<file path="config.mk">
export PLATFORM = sky130hd
export DESIGN_NAME = udp_tx_arbiter
export DESIGN_NICKNAME = d
export VERILOG_FILES = /design/src/rtl/udp_tx_arbiter.sv
export SDC_FILE = /design/constraint.sdc
export NUM_CORES = 1
export LEC_CHECK = 0
export CORE_ASPECT_RATIO = 0.5
export CORE_MARGIN = 10
export CORE_UTILIZATION = 40
export DETAILED_ROUTE_END_ITERATION = 10
export PLACE_DENSITY = 0.77
export SYNTH_ARGS = -nofsm -noshare
export SYNTH_HDL_FRONTEND = slang
export SYNTH_SLANG_ARGS = --single-unit
</file>
<file path="constraint.sdc">
create_clock -name i_sys_clk -period 2.8 [get_ports i_sys_clk]
set_input_delay 0.7 -clock i_sys_clk [delete_from_list [all_inputs] [get_ports i_sys_clk]]
set_output_delay 0.7 -clock i_sys_clk [all_outputs]
set_load 0.005 [all_outputs]
</file>
<file path="src/rtl/udp_tx_arbiter.sv">
// Round-robin arbiter sharing the byte-wide IP TX path between NUM_REQ requesters.
// Prepends an 8-byte UDP header (checksum 0) and streams the payload under ready/valid.
module udp_tx_arbiter #(
  parameter int unsigned NUM_REQ       = 4,
  parameter logic [15:0] SRC_PORT_BASE = 16'd50000,
  parameter int unsigned MAX_PAYLOAD   = 1472,
  parameter int unsigned IFG_CYCLES    = 2
) (
  input  logic                   i_sys_clk,
  input  logic                   i_rstn,
  input  logic [NUM_REQ-1:0]     i_req,
  input  logic [16*NUM_REQ-1:0]  i_req_len,
  input  logic [16*NUM_REQ-1:0]  i_dst_port,
  input  logic [8*NUM_REQ-1:0]   i_req_data,
  output logic [NUM_REQ-1:0]     o_grant,
  output logic [NUM_REQ-1:0]     o_pull,
  output logic [NUM_REQ-1:0]     o_done,
  output logic [NUM_REQ-1:0]     o_reject,
  output logic                   o_ip_vld,
  output logic [7:0]             o_ip_data,
  output logic                   o_ip_last,
  output logic [15:0]            o_ip_len,
  input  logic                   i_ip_ready,
  input  logic                   i_ip_abort
);

  localparam int unsigned PtrW    = (NUM_REQ > 1) ? $clog2(NUM_REQ) : 1;
  localparam int unsigned GapW    = (IFG_CYCLES > 1) ? $clog2(IFG_CYCLES) : 1;
  localparam int unsigned GapInit = (IFG_CYCLES > 0) ? IFG_CYCLES - 1 : 0;
  localparam logic [15:0] MaxLen  = 16'(MAX_PAYLOAD);

  typedef enum logic [1:0] {StIdle, StHeader, StPayload, StGap} state_e;

  state_e          state_q;
  logic [PtrW-1:0] rr_q;
  logic [PtrW-1:0] sel_q;
  logic [15:0]     dst_q;
  logic [15:0]     cnt_q;  // index of the next datagram byte to load
  logic [GapW-1:0] gap_q;

  logic [15:0] req_len  [NUM_REQ];
  logic [15:0] req_dst  [NUM_REQ];
  logic [7:0]  req_data [NUM_REQ];

  for (genvar g = 0; g < NUM_REQ; g++) begin : g_unpack
    assign req_len[g]  = i_req_len[16*g +: 16];
    assign req_dst[g]  = i_dst_port[16*g +: 16];
    assign req_data[g] = i_req_data[8*g +: 8];
  end

  function automatic logic [NUM_REQ-1:0] onehot(input logic [PtrW-1:0] idx);
    onehot = '0;
    onehot[idx] = 1'b1;
  endfunction

  // Scan from rr_q+1 upward, wrapping, first pending requester wins.
  logic            win_vld;
  logic [PtrW-1:0] win_idx;
  always_comb begin
    int unsigned idx;
    win_vld = 1'b0;
    win_idx = '0;
    idx     = 0;
    for (int unsigned i = 1; i <= NUM_REQ; i++) begin
      idx = 32'(rr_q) + i;
      if (idx >= NUM_REQ) idx = idx - NUM_REQ;
      if (!win_vld && i_req[PtrW'(idx)]) begin
        win_vld = 1'b1;
        win_idx = PtrW'(idx);
      end
    end
  end

  logic [15:0] win_len;
  logic [15:0] src_win;
  logic [15:0] src_sel;
  logic [7:0]  hdr_byte;
  logic [7:0]  next_byte;
  logic        busy;
  logic        load_en;

  always_comb begin
    win_len  = req_len[win_idx];
    src_win  = SRC_PORT_BASE + 16'(win_idx);
    src_sel  = SRC_PORT_BASE + 16'(sel_q);
    hdr_byte = 8'h00;
    case (cnt_q[2:0])
      3'd0:    hdr_byte = src_sel[15:8];
      3'd1:    hdr_byte = src_sel[7:0];
      3'd2:    hdr_byte = dst_q[15:8];
      3'd3:    hdr_byte = dst_q[7:0];
      3'd4:    hdr_byte = o_ip_len[15:8];
      3'd5:    hdr_byte = o_ip_len[7:0];
      default: hdr_byte = 8'h00;
    endcase
    next_byte = (state_q == StPayload) ? req_data[sel_q] : hdr_byte;
    busy      = (state_q == StHeader) || (state_q == StPayload);
    // A pending last byte is never replaced; completion handles it instead.
    load_en   = busy && (!o_ip_vld || i_ip_ready) && !o_ip_last && !i_ip_abort;
  end

  assign o_pull = (load_en && (state_q == StPayload)) ? onehot(sel_q) : '0;

  always_ff @(posedge i_sys_clk or negedge i_rstn) begin
    if (!i_rstn) begin
      state_q   <= StIdle;
      rr_q      <= PtrW'(NUM_REQ - 1);
      sel_q     <= '0;
      dst_q     <= '0;
      cnt_q     <= '0;
      gap_q     <= '0;
      o_grant   <= '0;
      o_done    <= '0;
      o_reject  <= '0;
      o_ip_vld  <= 1'b0;
      o_ip_data <= '0;
      o_ip_last <= 1'b0;
      o_ip_len  <= '0;
    end else begin
      o_done   <= '0;
      o_reject <= '0;
      case (state_q)
        StIdle: begin
          if (win_vld) begin
            rr_q <= win_idx;
            if (win_len > MaxLen) begin
              o_reject <= onehot(win_idx);
            end else begin
              sel_q     <= win_idx;
              dst_q     <= req_dst[win_idx];
              cnt_q     <= 16'd1;
              o_grant   <= onehot(win_idx);
              o_ip_vld  <= 1'b1;
              o_ip_data <= src_win[15:8];
              o_ip_last <= 1'b0;
              o_ip_len  <= win_len + 16'd8;
              state_q   <= StHeader;
            end
          end
        end
        StHeader, StPayload: begin
          if (i_ip_abort || (o_ip_vld && i_ip_ready && o_ip_last)) begin
            o_grant   <= '0;
            o_ip_vld  <= 1'b0;
            o_ip_data <= '0;
            o_ip_last <= 1'b0;
            o_ip_len  <= '0;
            if (i_ip_abort) begin
              state_q <= StIdle;
            end else begin
              o_done  <= onehot(sel_q);
              gap_q   <= GapW'(GapInit);
              state_q <= (IFG_CYCLES == 0) ? StIdle : StGap;
            end
          end else if (load_en) begin
            o_ip_vld  <= 1'b1;
            o_ip_data <= next_byte;
            o_ip_last <= (cnt_q == o_ip_len - 16'd1);
            cnt_q     <= cnt_q + 16'd1;
            if (cnt_q == 16'd7 && o_ip_len != 16'd8) state_q <= StPayload;
          end
        end
        StGap: begin
          if (gap_q == '0) state_q <= StIdle;
          else             gap_q   <= gap_q - 1'b1;
        end
        default: state_q <= StIdle;
      endcase
    end
  end

endmodule

</file>
* After elaboration in Yosys (flattened, before gate mapping) *
Index checks and enable logic that the tools add are counted.

operators by class
  add/subtract/negate cells = 14
  multiply operators = 0
  divide/modulo/power cells = 0
  $lt $le $gt $ge = 15
  equal/unequal tests = 20
  shift-type cells = 0
  muxes and demuxes = 82
  bitwise gates (word level) = 3
  reduce and logical (&&, ||, !) cells = 33

operator list
  kind                   number
  $mux 16                11
  $bmux 16 s2            2
  $pmux 16 s2            2
  $mux 8                 7
  $pmux 8 s6             1
  $mux 4                 10
  $add 15x3->16 const A  2
  $mux 2                 15
  $mux 1                 21
  $lt 2x3->1 const B     6
  $add 16x1->16 const B  1
  $add 16x4->16 const B  1
  $bmux 8 s2             1
  $eq 16x16->1           1
  $eq 16x3->1 const B    1
  $gt 16x11->1 const B   1
  $ne 16x4->1 const B    1
  $pmux 8 s2             1
  $sub 16x1->16 const B  1
  $ge 3x3->1 const B     5
  $ne 2x2->1 const B     7
  $logic_and 1x1->1      12
  $reduce_and 5->1       2
  $bmux 1 s2             4
  other kinds (28)       51

storage, ports and cells
  flip-flop bits (word level) = 77
  bits in latches = 0
  bits in writable memories = 0
  memory bits (read-only) = 0
  input bits = 168
  output and inout bits = 42
  memories = 0

* Depth between registers and ports, before layout *
Gate-level depths: netlist (run 1).

  word-level depth = 23
  depth in mapped cells = 13
  mapped depth without buffers = 11

* Least setup slack after synthesis (run 1) *
Ideal clock, no wire load.

  kind = input -> register
  start point = in i_req[1]
  end point = reg state_q[0]
  arrival = 3.064 ns
  setup slack = -0.391 ns
  stages = 10
  buffers on the path = 1
  cells stage by stage = nor2_1 -> nor3_1 -> nor3_1 -> buf_2 -> mux4_2 -> a31oi_1 -> a311oi_1 -> o31a_1 -> a221oi_2 -> mux2_1

on the way
  word-level cells in the longest chain between the ends = 19
  elaborated cells on any way between the ends = 30

RTL lines
  element                                     line  RTL
  start: declaration                          11    input logic [NUM_REQ-1:0] i_req,
  $bmux 1 s2                                  67    if (!win_vld && i_req[PtrW'(idx)]) begin
  $mux 1 (not written as such)                67
  $mux 1                                      67
  $logic_not 1->1                             67
  $logic_and 1x1->1                           67
  $mux 1                                      67
  $logic_not 1->1                             67
  $logic_and 1x1->1                           67
  [... 2 more ...]                            -
  $logic_and 1x1->1                           67
  $mux 2                                      67
  $not 2->3 (not written as such)             83    win_len = req_len[win_idx];
  $bmux 16 s2                                 83
  $mux 16 (not written as such) (2 in a row)  83
  $gt 16x11->1                                126   if (win_len > MaxLen) begin
  $ne 2x2->1 (no line)                        -
  $reduce_and 5->1 (no line) *                -
  end signal: assignment                      106   state_q <= StIdle;
  end signal: assignment                      137   state_q <= StHeader;
  end signal: assignment                      149   state_q <= StIdle;
  end: declaration                            34    state_e state_q;

Every way passes the cells marked *; elsewhere a longest branch is shown, timed or not. The select of a mux whose other input is x is not followed.
A chain may end at the register's enable or synchronous reset.

* Worst setup path after layout (run 1) *
  start point = in i_req[3]
  end point = reg state_q[0]

Same word-level chain as after synthesis.

==> results of run 1 <==
## repair_timing
action / 4_1_cts / 5_1_grt
endpoints found under the setup margin: 74 / 73
hold endpoints to repair: 0 / 0
buffers inserted: 5 / 8
gates cloned: 3 / 6
resized for setup: 50 / 109
pin swaps: 15 / 30
## worst max path at each step
stage,from,to,slack (ns),cells after the start
final,i_req[3],state_q[0],-0.33,11
after global routing,rr_q[0],cnt_q[10],-0.43,14
after CTS,rr_q[0],state_q[0],-0.33,11
after detailed placement,i_req[3],state_q[0],-1.07,11
after global placement,i_req[3],state_q[0],-0.98,11
after floorplan,i_req[1],state_q[0],-0.28,8
## stage by stage
| step | hold slack [ns] | setup TNS, ns | std cells | instance area [sq um] |
|---|---|---|---|---|
| final | 0.490 | -16.29 | 1128 | 9490 |
| after global routing | 0.504 | -21.51 | 1128 | 9490 |
| after CTS | 0.493 | -14.73 | 1113 | 8980 |
| after detailed placement | 0.477 | -64.47 | 1089 | 8390 |
| after global placement | 0.472 | -60.34 | 1089 | 8390 |
| after floorplan | 0.404 | -4.57 | 673 | 5690 |
## final cells by class
type / instances / area (sq um) / area share
clock buffers: 11 / 253 / 0.0266
well taps: 176 / 220 / 0.0232
repair buffers: 309 / 3100 / 0.327
clock inverters: 5 / 81.3 / 0.00857
inverters: 17 / 63.8 / 0.00672
flip-flops and latches: 77 / 1930 / 0.203
diodes: 1 / 2.50 / 0.000264
multi-input cells: 532 / 3840 / 0.405
## registers in the layout, summed over array words and instances, names as in the netlist
name / cells
cnt_q: 16
dst_q: 16
gap_q: 1
o_done: 4
o_grant: 4
o_ip_data: 8
o_ip_last: 1
o_ip_len: 16
o_ip_vld: 1
o_reject: 4
rr_q: 2
sel_q: 2
state_q: 2
## routing by layer
metal | vias to the layer above | global-route usage
met5 | - | 0
met4 | 0 | 0.0646
met3 | 52 | 0.0665
met2 | 395 | 0.394
met1 | 3132 | 0.268
li1 | 2968 | -
## power by group
group	total, mW	switching, mW	internal [mW]
sequential	1.75	0.365	1.38
combinational	5.04	2.54	2.50
clock	1.31	0.479	0.831
## cell usage after synthesis, types with 11 or more instances
library cell	count	area (sq um)
dfrtp_1	75	1880
clkbuf_1	29	109
nor2_1	39	146
nand3_1	31	155
buf_2	14	70.1
xnor2_1	15	131
a22o_1	14	123
and3_1	14	87.6
o31ai_1	11	82.6
o21ai_0	58	290
nor3_1	20	100
nand2_1	147	552
mux4_2	13	293
a21oi_1	18	90.1
inv_1	17	63.8
## logic make-up after synthesis
logic type	count (synthesis)	synth area share
simple gates	314	0.270
xor+xnor	25	0.0397
fa+ha+maj	10	0.0227
compound gates	152	0.184
mux	30	0.0860
flops	77	0.350
buf+inv	65	0.0474
## cells in the final DEF (no fill, tap or decap), types with 14 or more instances in the layout
master and instances:
a21oi_1 14, and3_1 14, buf_4 70, buf_6 17, clkbuf_16 14, clkdlybuf4s50_1 200, dfrtp_1 75, inv_1 17
nand2_1 128, nand3_1 31, nor2_1 36, nor3_1 16, o21ai_0 33, o21ai_2 16, xnor2_1 15
## worst reg2reg max path, cell delays in order, from the launching register on
cell      delay, ns
dfstp_2        0.55
nand2b_4       0.13
a21oi_4        0.06
nor3_4         0.22
buf_12         0.15
mux4_2         0.56
a31oi_4        0.20
a311oi_2       0.15
o31a_1         0.37
a221oi_2       0.26
mux2_1         0.35
==> metrics.md, run 1 <==
| Metric | Value |
|---|---|
| M1 WL | `9060 um` |
| H-Tree Depth | `3` |
| Pwr dens | `853 nW/um^2` |
| Final #Nets | `1124` |
| Post-Syn Area | `5510 sq um` |
| Final wirelength | `24200 um` |
| Max_cap viols | `0` |
| DRC | `0` |
| Rows | `30` |
| Status | `finished with violations` |
| VDD IR-drop max | `0.442 mV` |
| First-pass GRT wire length | `33600 um` |
| WP data arrival | `3.36 ns` |
| Pins Over Slew Limit | `0` |
| Syn_area_per_cell | `8.19 sq um` |
| Share of cells above drive strength 1 | `0.246` |
| Async set-reset flop share out of synthesis | `1.00` |
| Initial antenna violation count | `1` |
| Top layer in use | `met4` |
| Worst Hold Path EP | `dst_q[12]` |
| DP HPWL | `16900 um` |
| IO Port Bufs | `209` |
| Vias | `6547` |
| Tot GR Track Use | `0.226` |
| CP Cell Sequence | `buf_2 > nor2_4 > nor3_2 > nor3_4 > buf_12 > mux4_2 > a31oi_4 > a311oi_2 > o31a_1 > a221oi_2 > mux2_1` |
| Clk pin slew, worst setup/hold paths | `0.06 ns` |
| Met3 WL | `2340 um` |
| Core ar. | `13500 sq um` |
| R2r startpoint | `rr_q[0]` |
| Grt ovf | `0` |
| Die ar. | `19200 sq um` |
| CP endpoint kind | `flop` |
| Worst-Margin Slew | `0.977 ns` |
| Max_slew headroom | `0.349` |
| Worst-path fanout max | `6` |
| Synthesized Nets | `851` |
| Final setup vio count | `70` |
| Clk buf depth | `2` |
| Fill count | `939` |
| Worst path max stage delay | `0.55 ns` |
| Number of flops mapped to enable cells by yosys | `0` |
| Antenna Nets Post-Route | `0` |
| Utilization after layout | `0.703` |
| Leakage dissipation | `4.10 nW` |
| WL per Instance | `21.5 um` |
| Crit path required time | `3.03 ns` |
| Power Total | `8.10 mW` |
| Worst setup path category | `in -> reg` |
| Number of global-route vias before repair | `6330` |
| CTS Buf Count | `9` |
| Worst path slowest cell | `mux4_2` |
| Root buffer cell | `clkbuf_16` |
| Hold WC Path Type | `reg -> reg` |
| Fin. Hold Viols | `0` |
| Clock skew | `0.00522 ns` |
| DRT iter0 DRCs | `816` |
| Worst Reg-to-Reg Cells | `10` |
| Initial Utilization | `0.408` |
| Largest net degree at the start of global routing | `78` |
| Hold wc startpoint | `dst_q[12]` |
| Family with the most delay on the worst path | `compound AO/OA/AOI/OAI gates` |
| Fmax achieved | `0.320 GHz` |
| Crit share post-route | `1.12` |
| CP Buf/Inv Count | `2` |
| Worst Hold Depth | `2` |
| Die width | `186 um` |
| Startpoint types | `primary input` |
| Synth warn | `0` |
| Library cells used by synthesis | `65` |
| Top FF cell, synth | `dfrtp_1` |
| CTS tree | `built` |
| Via density | `5.80` |
| Clk sink count | `77` |
| Fin worst setup slack | `-0.328 ns` |
| RSZ-0062 raised after global routing | `true` |
| Clock Latency Late Sink | `0.34 ns` |
| Placer Congestion | `0.909` |
| Minimum clock period | `3.13 ns` |
| Synthesized instance count | `673` |
| Area growth, synth to finish | `72.2%` |
| I/O pins | `210` |
| Drt pass-1 iters | `6` |
| Sequential element share of the synthesized area | `0.350` |
| Failing checks | `setup timing` |
| Die height | `103 um` |
| DP Worst Slack | `-1.07 ns` |
| Reg2reg setup slack | `-0.32 ns` |
| Cts hold-fix bufs | `0` |
| R2R Path End | `state_q[0]` |
| WL met2 | `12300 um` |
| #FFs+latches synth | `77` |
(Power assumes the default switching activity.)
==> run 2, diff against run 1 <==
--- a/config.mk
+++ b/config.mk
@@ -13,3 +13,4 @@
 export SYNTH_ARGS = -nofsm -noshare
 export SYNTH_HDL_FRONTEND = slang
 export SYNTH_SLANG_ARGS = --single-unit
+export TNS_END_PERCENT = 30
==> run 2 against run 1 <==
Against the previous run:
- the flow still finishes with violations (setup timing)
- highest routed layer unchanged
- first-iteration DRC count is 4.2% higher
- largest cell class unchanged
- global-route usage is 1.1 points higher
- cell area decreased by 2.3%
==> metrics.md, run 2 (synthesis results as in run 1) <==
| Metric | Value |
|---|---|
| Area growth, synth to finish | `68.4%` |
| Max_slew headroom | `0.606` |
| Pins Over Slew Limit | `0` |
| VDD IR-drop max | `0.400 mV` |
| Setup TNS | `-17.21 ns` |
| Worst setup path category | `in -> reg` |
| Critical Path Start | `i_req[2]` |
| Hold WC Path Type | `in -> async` |
| Clk buf depth | `2` |
| Failing checks | `setup timing` |
| H-Tree Depth | `3` |
| Internal Power | `4.65 mW` |
| Clock skew | `0.00454 ns` |
| Crit path required time | `3.02 ns` |
| Fmax achieved | `0.316 GHz` |
| First-pass GRT wire length | `35600 um` |
| Final Instance Area | `9280 sq um` |
| Fin. Hold Viols | `0` |
| Sequential Power Share | `0.217` |
| Root buffer cell | `clkbuf_16` |
| Status | `finished with violations` |
| Power Total | `7.91 mW` |
| Via density | `5.74` |
| Minimum clock period | `3.17 ns` |
| Fill count | `1026` |
| Placer Congestion | `0.919` |
| Crit share post-route | `1.13` |
| Final setup vio count | `67` |
| Placed cell area | `8360 sq um` |
| Final wirelength | `23600 um` |
| Biggest registers after layout | `cnt_q (16), dst_q (16), o_ip_len (16)` |
| Ant. Diodes | `0` |
| Tot GR Track Use | `0.237` |
| Cts hold-fix bufs | `0` |
| DRT iter0 DRCs | `850` |
| Vias | `6493` |
| Hold_ws | `0.299 ns` |
| CP endpoint kind | `flop` |
| Clk pwr share | `0.160` |
| Die height | `103 um` |
| Rows | `30` |
| Initial antenna violation count | `1` |
| DP HPWL | `17100 um` |
| Antenna Nets Post-Route | `0` |
| Pwr dens | `852 nW/um^2` |
| DRC | `0` |
| Commonest non-fill, non-tap cells in the layout | `201 x clkdlybuf4s50_1, 136 x nand2_1, 87 x buf_4` |
| Final #Nets | `1129` |
| DP Worst Slack | `-1.17 ns` |
| Clk sink count | `77` |
| Sequential Area | `1930 sq um` |
| Leakage dissipation | `4.03 nW` |
| Worst-Margin Slew | `0.591 ns` |
| Largest net degree at the start of global routing | `45` |
| Clock Latency Late Sink | `0.34 ns` |
| Commonest non-fill, non-tap cell in the layout | `clkdlybuf4s50_1` |
| Final cell count without fillers | `1132` |
| WP data arrival | `3.39 ns` |
| I/O pins | `210` |
| Core ar. | `13500 sq um` |
| CTS tree | `built` |
| R2r startpoint | `rr_q[0]` |
| Fin worst setup slack | `-0.368 ns` |
| Comb pwr share | `0.623` |
| Share of cells above drive strength 1 | `0.227` |
| Grt ovf | `0` |
| Drt pass-1 iters | `8` |
| Switching power | `3.25 mW` |
| Placed cells | `1092` |
| Die ar. | `19200 sq um` |
| Net Sw Frac | `0.411` |
| Worst-path fanout max | `12` |
| Startpoint types | `primary input` |
| Multi-input combinational cell area | `3680 sq um` |
| IO Port Bufs | `209` |
| Number of global-route vias before repair | `6550` |
| Utilization after layout | `0.687` |
| WL per Instance | `20.8 um` |
| CTS Buf Count | `9` |
| RSZ-0062 raised after global routing | `true` |
| Clk pin slew, worst setup/hold paths | `0.06 ns` |
| Die width | `186 um` |
| Initial Utilization | `0.408` |
| Max_cap viols | `0` |
-- run 2: final cells by class --
cell class                      instances  share of cell area
Multi-Input combinational cell        532               0.397
Timing Repair Buffer                  314               0.331
Inverter                               17             0.00688
Clock inverter                          6             0.00930
Tap cell                              176              0.0237
Clock buffer                           10              0.0247
Sequential cell                        77               0.208
-- run 2: final timing paths --
kind	to	slack [ns]	cells after the start
max in group asynchronous	rr_q[1]	1.86	2
setup reg to reg	o_grant[1]	-0.33	13
hold / removal	o_ip_len[12]	0.30	1
setup / recovery	o_grant[1]	-0.37	14
hold reg to reg	o_ip_data[5]	0.49	1
min in group i_sys_clk	o_ip_data[5]	0.49	1
-- run 2: power groups by stage --
| stage | registers [mW] | logic (mW) | clock network, mW |
|---|---|---|---|
| floorplan | 1.55 | 2.55 | 0 |
| global placement | 1.68 | 3.95 | 0 |
| detailed placement | 1.69 | 4.06 | 0 |
| CTS | 1.68 | 4.67 | 1.27 |
| global route | 1.74 | 5.28 | 1.32 |
| finish | 1.72 | 4.92 | 1.27 |
-- run 2: what timing repair did --
item | 4_1_cts | 5_1_grt
resized for setup | 79 | 49
endpoints found under the hold margin | 0 | 0
setup endpoints to repair | 74 | 73
cloned | 5 | 1
setup buffers | 15 | 5
pin swaps | 26 | 16
-- run 2: critical path, cell delays in order --
cell             delay, ns
clkdlybuf4s15_2       0.21
nand2b_4              0.16
a21oi_4               0.18
nor3_4                0.07
buf_12                0.15
buf_6                 0.14
or4_4                 0.43
a31oi_4               0.21
a311o_2               0.26
nand2_4               0.09
buf_6                 0.14
a21o_4                0.27
buf_12                0.15
a32o_1                0.22
-- run 2: layer usage --
metal / track usage / wire length (um)
met5: 0 / 0
met2: 0.407 / 11600
met3: 0.0598 / 1990
met1: 0.292 / 9410
met4: 0.0652 / 538
